`config.mk`:
```
export PLATFORM = sky130hd
export DESIGN_NAME = gbc_hdma_engine
export DESIGN_NICKNAME = d
export VERILOG_FILES = /design/src/rtl/gbc_hdma_pkg.sv /design/src/rtl/gbc_hdma_regs.sv /design/src/rtl/gbc_hdma_engine.sv
export SDC_FILE = /design/constraint.sdc
export NUM_CORES = 1
export LEC_CHECK = 0
export BUFFER_PORTS_ARGS = -buffer_cell sky130_fd_sc_hd__clkbuf_2
export CORE_MARGIN = 2
export CORE_UTILIZATION = 39
export DETAILED_ROUTE_END_ITERATION = 12
export MAX_ROUTING_LAYER = met4
export SYNTH_ARGS = -nofsm -noshare
export SYNTH_HDL_FRONTEND = slang
export SYNTH_HIERARCHICAL = 1
export SYNTH_SLANG_ARGS = --single-unit
```
`constraint.sdc`:
```
create_clock -name CLK -period 6 [get_ports CLK]
set_clock_uncertainty 0.1 [all_clocks]
set_input_delay 1.2 -clock CLK [delete_from_list [all_inputs] [get_ports CLK]]
set_output_delay 1.2 -clock CLK [all_outputs]
set_load 0.1 [all_outputs]
```
`src/rtl/gbc_hdma_pkg.sv`:
```
// Shared types and constants for the GBC VRAM DMA (HDMA) engine.
package gbc_hdma_pkg;

  typedef enum logic [2:0] {
    IDLE, WAIT_HBL, RD_REQ, RD_WAIT, WR_REQ, WR_WAIT, BLK_END
  } hdma_state_t;

  localparam logic [2:0] HDMA1 = 3'd1;
  localparam logic [2:0] HDMA2 = 3'd2;
  localparam logic [2:0] HDMA3 = 3'd3;
  localparam logic [2:0] HDMA4 = 3'd4;
  localparam logic [2:0] HDMA5 = 3'd5;

  localparam int VRAM_OFFSET_W = 13;
  localparam int BLOCK_BYTES   = 16;

  localparam logic [15:0]              SRC_RST    = 16'hFFF0;
  localparam logic [VRAM_OFFSET_W-1:0] DST_RST    = 13'h1FF0;
  localparam logic [6:0]               REMAIN_RST = 7'h7F;

  // The CPU keeps the bus only while the engine is parked.
  function automatic logic is_busy(hdma_state_t s);
    return (s != IDLE) && (s != WAIT_HBL);
  endfunction

endpackage

```
`src/rtl/gbc_hdma_regs.sv`:
```
// FF51-FF55 register file: source/destination config, block counter,
// FF55 read mux and start/cancel/restart decode for the transfer FSM.
module gbc_hdma_regs
  import gbc_hdma_pkg::*;
(
  input  logic                     i_clk,
  input  logic                     i_rst,
  input  logic                     i_we,
  input  logic                     i_re,
  input  logic [2:0]               i_addr,
  input  logic [7:0]               i_din,
  output logic [7:0]               o_dout,
  input  logic                     i_blk_end,
  input  logic                     i_between,
  output logic [15:0]              o_src_cfg,
  output logic [VRAM_OFFSET_W-1:0] o_dst_cfg,
  output logic                     o_start,
  output logic                     o_go_rd,
  output logic                     o_go_hbl,
  output logic                     o_cancel_now
);

  logic [11:0] r_src_hi;
  logic [8:0]  r_dst_hi;
  logic [6:0]  r_remain;
  logic [6:0]  r_restart_len;
  logic        r_mode;
  logic        r_active;
  logic        r_cancel_pend;
  logic        r_restart_pend;
  logic [7:0]  r_dout;

  logic w_wr55, w_last, w_free, w_hbl_wr, w_at_gap, w_cont;

  assign w_wr55   = i_we && (i_addr == HDMA5);
  // This block end finishes the transfer (count exhausted or cancel queued).
  assign w_last   = i_blk_end && !r_restart_pend && ((r_remain == 7'd0) || r_cancel_pend);
  assign w_free   = !r_active || w_last;
  assign o_start  = w_wr55 && w_free;
  assign w_hbl_wr = w_wr55 && !w_free && r_mode;
  // Block boundaries: a write here acts at once instead of being queued.
  assign w_at_gap = i_between || i_blk_end;
  assign o_cancel_now = w_hbl_wr && !i_din[7] && w_at_gap;
  assign w_cont   = i_blk_end && !w_last && !o_cancel_now;
  assign o_go_rd  = (o_start && !i_din[7]) || (w_cont && !r_mode);
  assign o_go_hbl = (o_start && i_din[7])  || (w_cont && r_mode);

  assign o_src_cfg = {r_src_hi, 4'h0};
  assign o_dst_cfg = {r_dst_hi, 4'h0};
  assign o_dout    = r_dout;

  always_ff @(posedge i_clk or posedge i_rst) begin
    if (i_rst) begin
      r_src_hi       <= SRC_RST[15:4];
      r_dst_hi       <= DST_RST[VRAM_OFFSET_W-1:4];
      r_remain       <= REMAIN_RST;
      r_restart_len  <= 7'd0;
      r_mode         <= 1'b0;
      r_active       <= 1'b0;
      r_cancel_pend  <= 1'b0;
      r_restart_pend <= 1'b0;
      r_dout         <= 8'h00;
    end else begin
      if (i_we) begin
        case (i_addr)
          HDMA1:   r_src_hi[11:4] <= i_din;
          HDMA2:   r_src_hi[3:0]  <= i_din[7:4];
          HDMA3:   r_dst_hi[8:4]  <= i_din[4:0];
          HDMA4:   r_dst_hi[3:0]  <= i_din[7:4];
          default: ;
        endcase
      end
      if (i_re)
        r_dout <= (i_addr == HDMA5) ? {~r_active, r_remain} : 8'hFF;

      if (o_start) begin
        r_remain       <= i_din[6:0];
        r_mode         <= i_din[7];
        r_active       <= 1'b1;
        r_cancel_pend  <= 1'b0;
        r_restart_pend <= 1'b0;
      end else begin
        if (i_blk_end) begin
          if (r_restart_pend) begin
            r_remain       <= r_restart_len;
            r_restart_pend <= 1'b0;
          end else if (r_remain == 7'd0) begin
            r_active      <= 1'b0;
            r_remain      <= REMAIN_RST;
            r_cancel_pend <= 1'b0;
          end else begin
            r_remain <= r_remain - 7'd1;
            if (r_cancel_pend) begin
              r_active      <= 1'b0;
              r_cancel_pend <= 1'b0;
            end
          end
        end
        // Later assignments override the block-end bookkeeping above.
        if (w_hbl_wr) begin
          if (i_din[7]) begin
            r_cancel_pend <= 1'b0;
            if (w_at_gap) begin
              r_remain       <= i_din[6:0];
              r_restart_pend <= 1'b0;
            end else begin
              r_restart_pend <= 1'b1;
              r_restart_len  <= i_din[6:0];
            end
          end else begin
            r_restart_pend <= 1'b0;
            if (w_at_gap) r_active      <= 1'b0;
            else          r_cancel_pend <= 1'b1;
          end
        end
      end
    end
  end

endmodule

```
`src/rtl/gbc_hdma_engine.sv`:
```
// GBC HDMA engine: copies 16-byte blocks into VRAM as a second Wishbone
// initiator, one outstanding byte access at a time, general or HBlank paced.
module gbc_hdma_engine
  import gbc_hdma_pkg::*;
#(
  parameter int                      AddressWidth = 16,
  parameter int                      DataWidth    = 8,
  parameter logic [AddressWidth-1:0] VRAMBase     = 'h8000
) (
  input  logic                    CLK,
  input  logic                    RST,
  input  logic                    REG_WE,
  input  logic                    REG_RE,
  input  logic [2:0]              REG_ADDR,
  input  logic [7:0]              REG_DIN,
  output logic [7:0]              REG_DOUT,
  input  logic                    HBLANK,
  output logic                    CPU_HALT,
  output logic                    CYC,
  output logic                    STB,
  output logic                    WE,
  output logic [AddressWidth-1:0] ADDR,
  output logic [DataWidth-1:0]    DAT_ToTarget,
  input  logic [DataWidth-1:0]    DAT_ToInitiator,
  input  logic                    ACK,
  input  logic                    STALL
);

  localparam logic [3:0] BLK_LAST = 4'(BLOCK_BYTES - 1);

  hdma_state_t                r_state, w_next;
  logic [15:0]                r_src;
  logic [VRAM_OFFSET_W-1:0]   r_dst;
  logic [DataWidth-1:0]       r_data;
  logic                       r_hbl_d;

  logic [15:0]                w_src_cfg;
  logic [VRAM_OFFSET_W-1:0]   w_dst_cfg;
  logic w_start, w_go_rd, w_go_hbl, w_cancel_now, w_hbl_rise;

  assign w_hbl_rise = HBLANK && !r_hbl_d;

  gbc_hdma_regs u_regs (
    .i_clk        (CLK),
    .i_rst        (RST),
    .i_we         (REG_WE),
    .i_re         (REG_RE),
    .i_addr       (REG_ADDR),
    .i_din        (REG_DIN),
    .o_dout       (REG_DOUT),
    .i_blk_end    (r_state == BLK_END),
    .i_between    (r_state == WAIT_HBL),
    .o_src_cfg    (w_src_cfg),
    .o_dst_cfg    (w_dst_cfg),
    .o_start      (w_start),
    .o_go_rd      (w_go_rd),
    .o_go_hbl     (w_go_hbl),
    .o_cancel_now (w_cancel_now)
  );

  always_ff @(posedge CLK or posedge RST) begin
    if (RST) r_state <= IDLE;
    else     r_state <= w_next;
  end

  always_comb begin
    w_next = r_state;
    CYC    = 1'b0;
    STB    = 1'b0;
    WE     = 1'b0;
    ADDR   = '0;
    case (r_state)
      IDLE: begin
        if (w_go_rd)       w_next = RD_REQ;
        else if (w_go_hbl) w_next = WAIT_HBL;
      end
      WAIT_HBL: begin
        if (w_cancel_now)    w_next = IDLE;
        else if (w_hbl_rise) w_next = RD_REQ;
      end
      RD_REQ: begin
        CYC  = 1'b1;
        STB  = 1'b1;
        ADDR = AddressWidth'(r_src);
        if (!STALL) w_next = RD_WAIT;
      end
      RD_WAIT: begin
        CYC  = 1'b1;
        ADDR = AddressWidth'(r_src);
        if (ACK) w_next = WR_REQ;
      end
      WR_REQ: begin
        CYC  = 1'b1;
        STB  = 1'b1;
        WE   = 1'b1;
        ADDR = VRAMBase | AddressWidth'(r_dst);
        if (!STALL) w_next = WR_WAIT;
      end
      WR_WAIT: begin
        CYC  = 1'b1;
        WE   = 1'b1;
        ADDR = VRAMBase | AddressWidth'(r_dst);
        if (ACK) w_next = (r_dst[3:0] == BLK_LAST) ? BLK_END : RD_REQ;
      end
      BLK_END: begin
        if (w_go_rd)       w_next = RD_REQ;
        else if (w_go_hbl) w_next = WAIT_HBL;
        else               w_next = IDLE;
      end
      default: w_next = IDLE;
    endcase
  end

  // Raised already in the cycle that leaves IDLE/WAIT_HBL.
  assign CPU_HALT     = is_busy(r_state) || is_busy(w_next);
  assign DAT_ToTarget = r_data;

  always_ff @(posedge CLK or posedge RST) begin
    if (RST) begin
      r_src   <= SRC_RST;
      r_dst   <= DST_RST;
      r_data  <= '0;
      r_hbl_d <= 1'b0;
    end else begin
      r_hbl_d <= HBLANK;
      if (w_start) begin
        r_src <= w_src_cfg;
        r_dst <= w_dst_cfg;
      end else if (r_state == WR_WAIT && ACK) begin
        r_src <= r_src + 16'd1;
        r_dst <= r_dst + 1'b1;
      end
      if (r_state == RD_WAIT && ACK) r_data <= DAT_ToInitiator;
    end
  end

endmodule

```
Word-level counts from Yosys, hierarchy flattened

Cells that the tools add are included.

Register bits: 88
Bits in latches: 0
Memory bits (writable): 0
Bits in read-only memories: 0
Input port bits: 26
Output and inout bits: 36
Memories: 0

$add $sub $neg: 3
$mul: 0
Divide/modulo/power cells: 0
Order comparisons: 0
Equal/unequal tests: 14
Shift operators: 0
Multiplexer cells: 47
Bitwise operators: 3
Reduce and logical (&&, ||, !) cells: 48

Operators with widths:

| cell                                                  | count |
|---|---|
| 2-to-1 mux 7 bit                                      | 7 |
| 2-to-1 mux 16 bit                                     | 2 |
| case mux 16 bit (2 select lines)                      | 1 |
| 2-to-1 mux 3 bit                                      | 9 |
| 2-to-1 mux 13 bit                                     | 2 |
| 2-to-1 mux 1 bit                                      | 23 |
| case mux 3 bit (7 select lines)                       | 1 |
| logical AND 1 bit                                     | 19 |
| adder 16 x 1 -> 16 bit, second input constant         | 1 |
| equality test 3 bit, second input constant            | 5 |
| adder 13 x 1 -> 13 bit, second input constant         | 1 |
| equality test 3 x 2 -> 1 bit, second input constant   | 4 |
| nonzero test 3 bit                                    | 3 |
| logical NOT 1 bit                                     | 8 |
| 2-to-1 mux 8 bit                                      | 1 |
| AND reduction 2 bit                                   | 4 |
| logical NOT 7 bit                                     | 1 |
| subtractor 7 x 1 -> 7 bit, second input constant      | 1 |
| equality test 3 x 1 -> 1 bit, second input constant   | 2 |
| logical OR 1 bit                                      | 6 |
| inequality test 3 x 1 -> 1 bit, second input constant | 2 |
| OR reduction 2 bit                                    | 3 |
| equality test 4 bit, second input constant            | 1 |
| AND reduction 4 bit                                   | 1 |
| 5 further kinds                                       | 7 |

Depth between registers and ports, before layout

Word-level depth: 19
Gate-level depth with buffers: 11
Gate-level depth less buffers: 10

Hierarchy

The synthesis kept the hierarchy.

Modules (own cells, without submodules):

| module          | instances | cells an instance | area each (um2) | sequential area each (um2) |
|---|---|---|---|---|
| gbc_hdma_engine | 1         | 266               | 2504.9          | 1052.3 |
| gbc_hdma_regs   | 1         | 195               | 2401.1          | 1211.2 |

Worst setup path before layout

OpenSTA, ideal clock, no wires.

Path kind: input to output
Start point: input port REG_DIN[7]
End point: output port CPU_HALT
Data arrival time: 3.015 ns
Data required time: 4.700 ns
Path slack: 1.685 ns
Stages: 6
Cells stage by stage: clkbuf_1 > nor4b_1 > and2_1 > or3b_2 > a21oi_1 > or3_1

Cells in the longest elaborated chain, start to end: 13
Elaborated cells on any way between the ends: 21

RTL lines:

| element                                                              | RTL line                                      | text |
|---|---|---|
| from (decl)                                                          | gbc_hdma_engine.sv:15                         | `input logic [7:0] REG_DIN,` |
| logical NOT 1 bit *                                                  | gbc_hdma_regs.sv:43                           | `assign o_cancel_now = w_hbl_wr && !i_din[7] && w_at_gap;` |
| logical AND 1 bit * (2 in series)                                    | gbc_hdma_regs.sv:43                           |  |
| net w_cancel_now                                                     | gbc_hdma_engine.sv:39                         | `logic w_start, w_go_rd, w_go_hbl, w_cancel_now, w_hbl_rise;` |
| logical NOT 1 bit                                                    | gbc_hdma_regs.sv:44                           | `assign w_cont = i_blk_end && !w_last && !o_cancel_now;` |
| logical AND 1 bit                                                    | gbc_hdma_regs.sv:44                           |  |
| logical AND 1 bit                                                    | gbc_hdma_regs.sv:46                           | `assign o_go_hbl = (o_start && i_din[7]) \|\| (w_cont && r_mode);` |
| logical OR 1 bit                                                     | gbc_hdma_regs.sv:46                           |  |
| 2-to-1 mux 1 bit or 2-to-1 mux 3 bit (tied branches)                 | gbc_hdma_engine.sv:107, gbc_hdma_engine.sv:75 |  |
| 2-to-1 mux 2 bit or 2-to-1 mux 3 bit (tied branches)                 | gbc_hdma_engine.sv:106, gbc_hdma_engine.sv:74 |  |
| case mux 3 bit (7 select lines) *                                    | gbc_hdma_engine.sv:72                         | `case (r_state)` |
| inequality test 3 x 1 -> 1 bit or nonzero test 3 bit (tied branches) | gbc_hdma_pkg.sv:23                            | `return (s != IDLE) && (s != WAIT_HBL);` |
| logical AND 1 bit *                                                  | gbc_hdma_pkg.sv:23                            |  |
| logical OR 1 bit *                                                   | gbc_hdma_engine.sv:115                        | `assign CPU_HALT = is_busy(r_state) \|\| is_busy(w_next);` |
| to (decl)                                                            | gbc_hdma_engine.sv:18                         | `output logic CPU_HALT,` |

The timed path passes the listed nets; every way through them passes the cells marked *.

Final worst setup path

Start point: register r_state[2]
End point: output port CPU_HALT

Cells in the longest elaborated chain, start to end: 19
Elaborated cells on any way between the ends: 45

RTL lines:

| element                                                              | RTL line                                      | text |
|---|---|---|
| from (decl)                                                          | gbc_hdma_engine.sv:31                         | `hdma_state_t r_state, w_next;` |
| from (signal assigned)                                               | gbc_hdma_engine.sv:63                         | `else r_state <= w_next;` |
| equality test 3 bit                                                  | gbc_hdma_engine.sv:51                         | `.i_blk_end (r_state == BLK_END),` |
| logical AND 1 bit (2 in series)                                      | gbc_hdma_regs.sv:37                           | `assign w_last = i_blk_end && !r_restart_pend && ((r_remain == 7'd0) \|\| r_cancel_pend);` |
| logical OR 1 bit                                                     | gbc_hdma_regs.sv:38                           | `assign w_free = !r_active \|\| w_last;` |
| logical NOT 1 bit                                                    | gbc_hdma_regs.sv:40                           | `assign w_hbl_wr = w_wr55 && !w_free && r_mode;` |
| logical AND 1 bit (2 in series)                                      | gbc_hdma_regs.sv:40                           |  |
| logical AND 1 bit                                                    | gbc_hdma_regs.sv:43                           |  |
| logical AND 1 bit *                                                  | gbc_hdma_regs.sv:43                           |  |
| net w_cancel_now                                                     | gbc_hdma_engine.sv:39                         |  |
| [... 2 more ...]                                                     | --                                            |  |
| logical AND 1 bit                                                    | gbc_hdma_regs.sv:46                           |  |
| logical OR 1 bit                                                     | gbc_hdma_regs.sv:46                           |  |
| 2-to-1 mux 1 bit or 2-to-1 mux 3 bit (tied branches)                 | gbc_hdma_engine.sv:107, gbc_hdma_engine.sv:75 |  |
| 2-to-1 mux 2 bit or 2-to-1 mux 3 bit (tied branches)                 | gbc_hdma_engine.sv:106, gbc_hdma_engine.sv:74 |  |
| case mux 3 bit (7 select lines) *                                    | gbc_hdma_engine.sv:72                         |  |
| inequality test 3 x 1 -> 1 bit or nonzero test 3 bit (tied branches) | gbc_hdma_pkg.sv:23                            |  |
| logical AND 1 bit *                                                  | gbc_hdma_pkg.sv:23                            |  |
| logical OR 1 bit *                                                   | gbc_hdma_engine.sv:115                        |  |

Marks and branches as above.

==> impl_metrics.tcl <==
set metrics [dict create \
    status "complete, no violations" \
    pwr-share-clk_pct 15.8 \
    total_leakage_power_uw 0.00224 \
    ios 62 \
    slowest_stage "dfrtp_1" \
    postCtsSetupRepairBufs 0 \
    ys_top_cells_by_area "dfstp_2 (26%), dfrtp_1 (20%), mux2_2 (8.7%)" \
    synth_mux_area_share_pct 12.1 \
    synth_xor_area_share_pct 3.57 \
    grt_pass1_vias 3567 \
    drt-initial-drc-count 274 \
    drc 0 \
    dr.pass1.iters 4 \
    yosys.area_share.simple_pct 18.1 \
    avgRoutedWirePerCell_um 17.2 \
    layout-drive-gt1-share_pct 37.9 \
    yosysTopAreaCell "dfstp_2" \
    p_sw_share_pct 52.1 \
    crit_family "simple AND/OR/NAND/NOR gates" \
    crit_buf_inv 2 \
    endpoint "CPU_HALT" \
    grt_pass1_wl_um 18900 \
    grt_antenna_before_repair 0 \
    synth_area_sq_um 4910 \
    ys_dominant_reg_cell "dfstp_2" \
    crit_arrival_ns 3.19 \
    yosys_warnings 6 \
    vias 3693 \
    initial_core_util_pct 40.3 \
    period_minus_slack_ns 4.49 \
    fin_nets 539 \
    tightest_slew_ns 1.22 \
    start_kind "flop" \
    cts_root_buf "clkbuf_16" \
    antenna_cells 0 \
    fmax_mhz 223 \
    combPwrFrac_pct 49.7 \
    r2r_cells 9 \
    post-route-util_pct 45.9 \
    fill_cells 1175 \
    timing.final.crit_share_pct 74.8 \
    synthCells 461 \
    synth-compound-area-share_pct 14.2 \
    rsz0062_at_grt "no" \
    viasPerCell 5.41 \
    cts_tree "done" \
    r2r-start "u_regs/r_remain[0]" \
    rows 40 \
    dieArea_sq_um 13500 \
    powerDensity_nw_per_um2 594 \
    hold_buffers 0 \
    synth-async-reset-ratio_pct 100 \
    insertion_delay_ns 0.35 \
    end_kind "output pin" \
    gr-total-overflow 0 \
    die_h_um 116 \
    ctsLongestPathBuffers 2 \
    ir_drop_mv 0.370 \
    ant_nets 0 \
    cp-startpoint "r_state[2]" \
    maxCapViolations 0 \
    cts_inserted_buffers 9 \
    io_buffers 61 \
    cts_max_level 3 \
    path_class "reg2out" \
    dp_hpwl_um 8320 \
    max_stage_delay_ns 0.58 \
    cts_resized 0 \
    syn2layout_area_growth_pct 13.7 \
    reg2reg_slack_ns 3.24 \
    path_depth 10 \
    ys_ff_latch 88 \
    cp_max_fo 22 \
    rr_endpoint "r_src[11]" \
    min_from "u_regs/r_src_hi[6]" \
    setup_viol 0 \
    cts_num_sinks 88 \
    die_x_um 116 \
    tns_ns 0 \
    report.final.slew_viol_count 0 \
    core_area_sq_um 12200 \
    worstPathCellList "nand2_1 > nor2_1 > buf_4 > nand2b_1 > o21a_2 > and2_1 > or3b_2 > a21oi_1 > or3_1 > clkbuf_2" \
    synth_top_area_share_pct 26.2 \
    drt_wl_total_um 11800 \
    synth_fa_ha_area_share_pct 1.02 \
    hold_violations 0 \
    worst-endpoint-required_ns 4.70 \
    relSlewSlack_pct 18.3 \
    setup_ws_ns 1.51 \
    synth_top_family_by_area "simple AND/OR/NAND/NOR gates" \
    switching_power_uw 1730 \
    synth_seq_area_share_pct 46.1 \
    hold_class "reg2reg" \
    synth_edf_count 0 \
    grt_max_degree 64 \
    place_congestion 0.891 \
    pwr-share-seq_pct 34.5 \
    syn_area_per_cell_sq_um 10.6 \
    clkSlewWorstSetupHoldPaths_ns 0.07 \
    ys_types 63 \
    track_usage_pct 19.0 \
    intPower_uw 1590 \
    dp_slack_ns 1.62 \
]
tightest hold or removal path: stages, from the launching register on:
cell and delay (ns):
dfstp_2 0.37, nand2_1 0.05, o21ai_1 0.05
kinds of logic (layout without fill, tap and decap cells):
family / Yosys count / in the layout
buffers and inverters: 49 / 95
xor gates and xnor gates: 20 / 20
and+or+nand+nor: 145 / 145
other: 1 / 8
DFF: 88 / 88
adders and majority gates: 4 / 4
AOI/OAI and AO/OA: 102 / 102
muxes: 52 / 52
cell usage after synthesis, drive strengths merged, types with 2 or more instances:
library cell and instances:
a211oi 2, a21oi 20, a22o 12, a22oi 2, a31oi 3, a32o 2
and2 3, and4 3, and4b 2, buf 18, clkbuf 18, dfrtp 39
dfstp 49, ha 4, inv 13, mux2 43, mux2i 9, nand2 43
nand2b 5, nand3 12, nand4 12, nand4b 4, nor2 19, nor2b 6
nor3 9, nor3b 6, nor4 13, o211ai 2, o21ai 32, o221ai 2
o22a 5, o22ai 8, o31a 4, or3 2, or3b 2, xnor2 12
xor2 8
placed cells by master, fill, tap and decap left out, types with 3 or more instances in the layout:
| master | synthesis | final |
|---|---|---|
| dfrtp_1 | 39 | 39 |
| nand2b_1 | 5 | 5 |
| nor3b_1 | 6 | 6 |
| mux2_2 | 38 | 38 |
| nor4_1 | 6 | 6 |
| conb_1 | 1 | 8 |
| clkinv_4 | 0 | 3 |
| nand2_1 | 42 | 42 |
| mux2_4 | 5 | 5 |
| ha_1 | 4 | 4 |
| dfstp_2 | 49 | 49 |
| o22ai_1 | 8 | 8 |
| nor2_1 | 19 | 18 |
| nand4_1 | 10 | 10 |
| a21oi_1 | 20 | 20 |
| mux2i_1 | 9 | 9 |
| buf_4 | 9 | 5 |
| o31a_1 | 4 | 4 |
| nor2b_1 | 6 | 6 |
| inv_1 | 13 | 12 |
| clkbuf_2 | 0 | 61 |
| a22o_1 | 12 | 12 |
| xnor2_1 | 12 | 12 |
| nor4_2 | 6 | 6 |
| nand3_1 | 12 | 12 |
| nor3_1 | 9 | 9 |
| clkbuf_16 | 0 | 9 |
| o21ai_1 | 9 | 9 |
| xor2_1 | 8 | 8 |
| o22a_1 | 4 | 4 |
| and2_1 | 3 | 3 |
| o21ai_0 | 23 | 23 |
stage by stage:
stage                     cells  area, sq um  total power [uW]  hold WS (ns)
after global routing        682         5580              3490         0.377
after global placement      666         5310              2770         0.369
final                       682         5580              3310         0.361
after floorplan             468         4930              2510         0.349
after CTS                   682         5580              3340         0.366
after detailed placement    666         5310              2800         0.367
flip-flops by register name (all words and copies together), names as in the netlist:
register	cells
DAT_ToTarget	8
r_dst	13
r_hbl_d	1
r_src	16
r_state	3
u_regs/o_dout	8
u_regs/r_active	1
u_regs/r_cancel_pend	1
u_regs/r_dst_hi	9
u_regs/r_mode	1
u_regs/r_remain	7
u_regs/r_restart_len	7
u_regs/r_restart_pend	1
u_regs/r_src_hi	12
how the worst min path moves through the flow:
| stage | end | depth (start not counted) | slack, ns |
|---|---|---|---|
| floorplan | r_dst[10] | 2 | 0.35 |
| global placement | r_src[10] | 2 | 0.37 |
| detailed placement | r_src[10] | 2 | 0.37 |
| CTS | r_src[10] | 2 | 0.37 |
| global route | r_src[10] | 2 | 0.38 |
| finish | r_src[10] | 2 | 0.36 |
power groups by stage:
stage               clock, uW  sequential, uW  combinational, uW
CTS                       544            1140               1660
global placement            0            1140               1640
detailed placement          0            1150               1650
finish                    524            1140               1650
global route              567            1180               1740
floorplan                   0            1260               1250
final cells by class:
type                    count  area (sq um)  area share [%]
inverters                  13          48.8           0.875
multi-input cells         331          2440            43.8
repair buffers             66           343            6.14
clock buffers              10           229            4.10
clock inverters             6          43.8           0.785
well taps                 168           210            3.77
flip-flops and latches     88          2260            40.6
layer usage:
metal	global-route usage (%)	vias up	routed length (um)
met5	-	-	0
met4	8.49	0	287
met3	3.06	18	499
met2	28.4	77	5510
met1	25.5	1818	5460
li1	-	1780	-
Power figures use the tool's default switching activity.
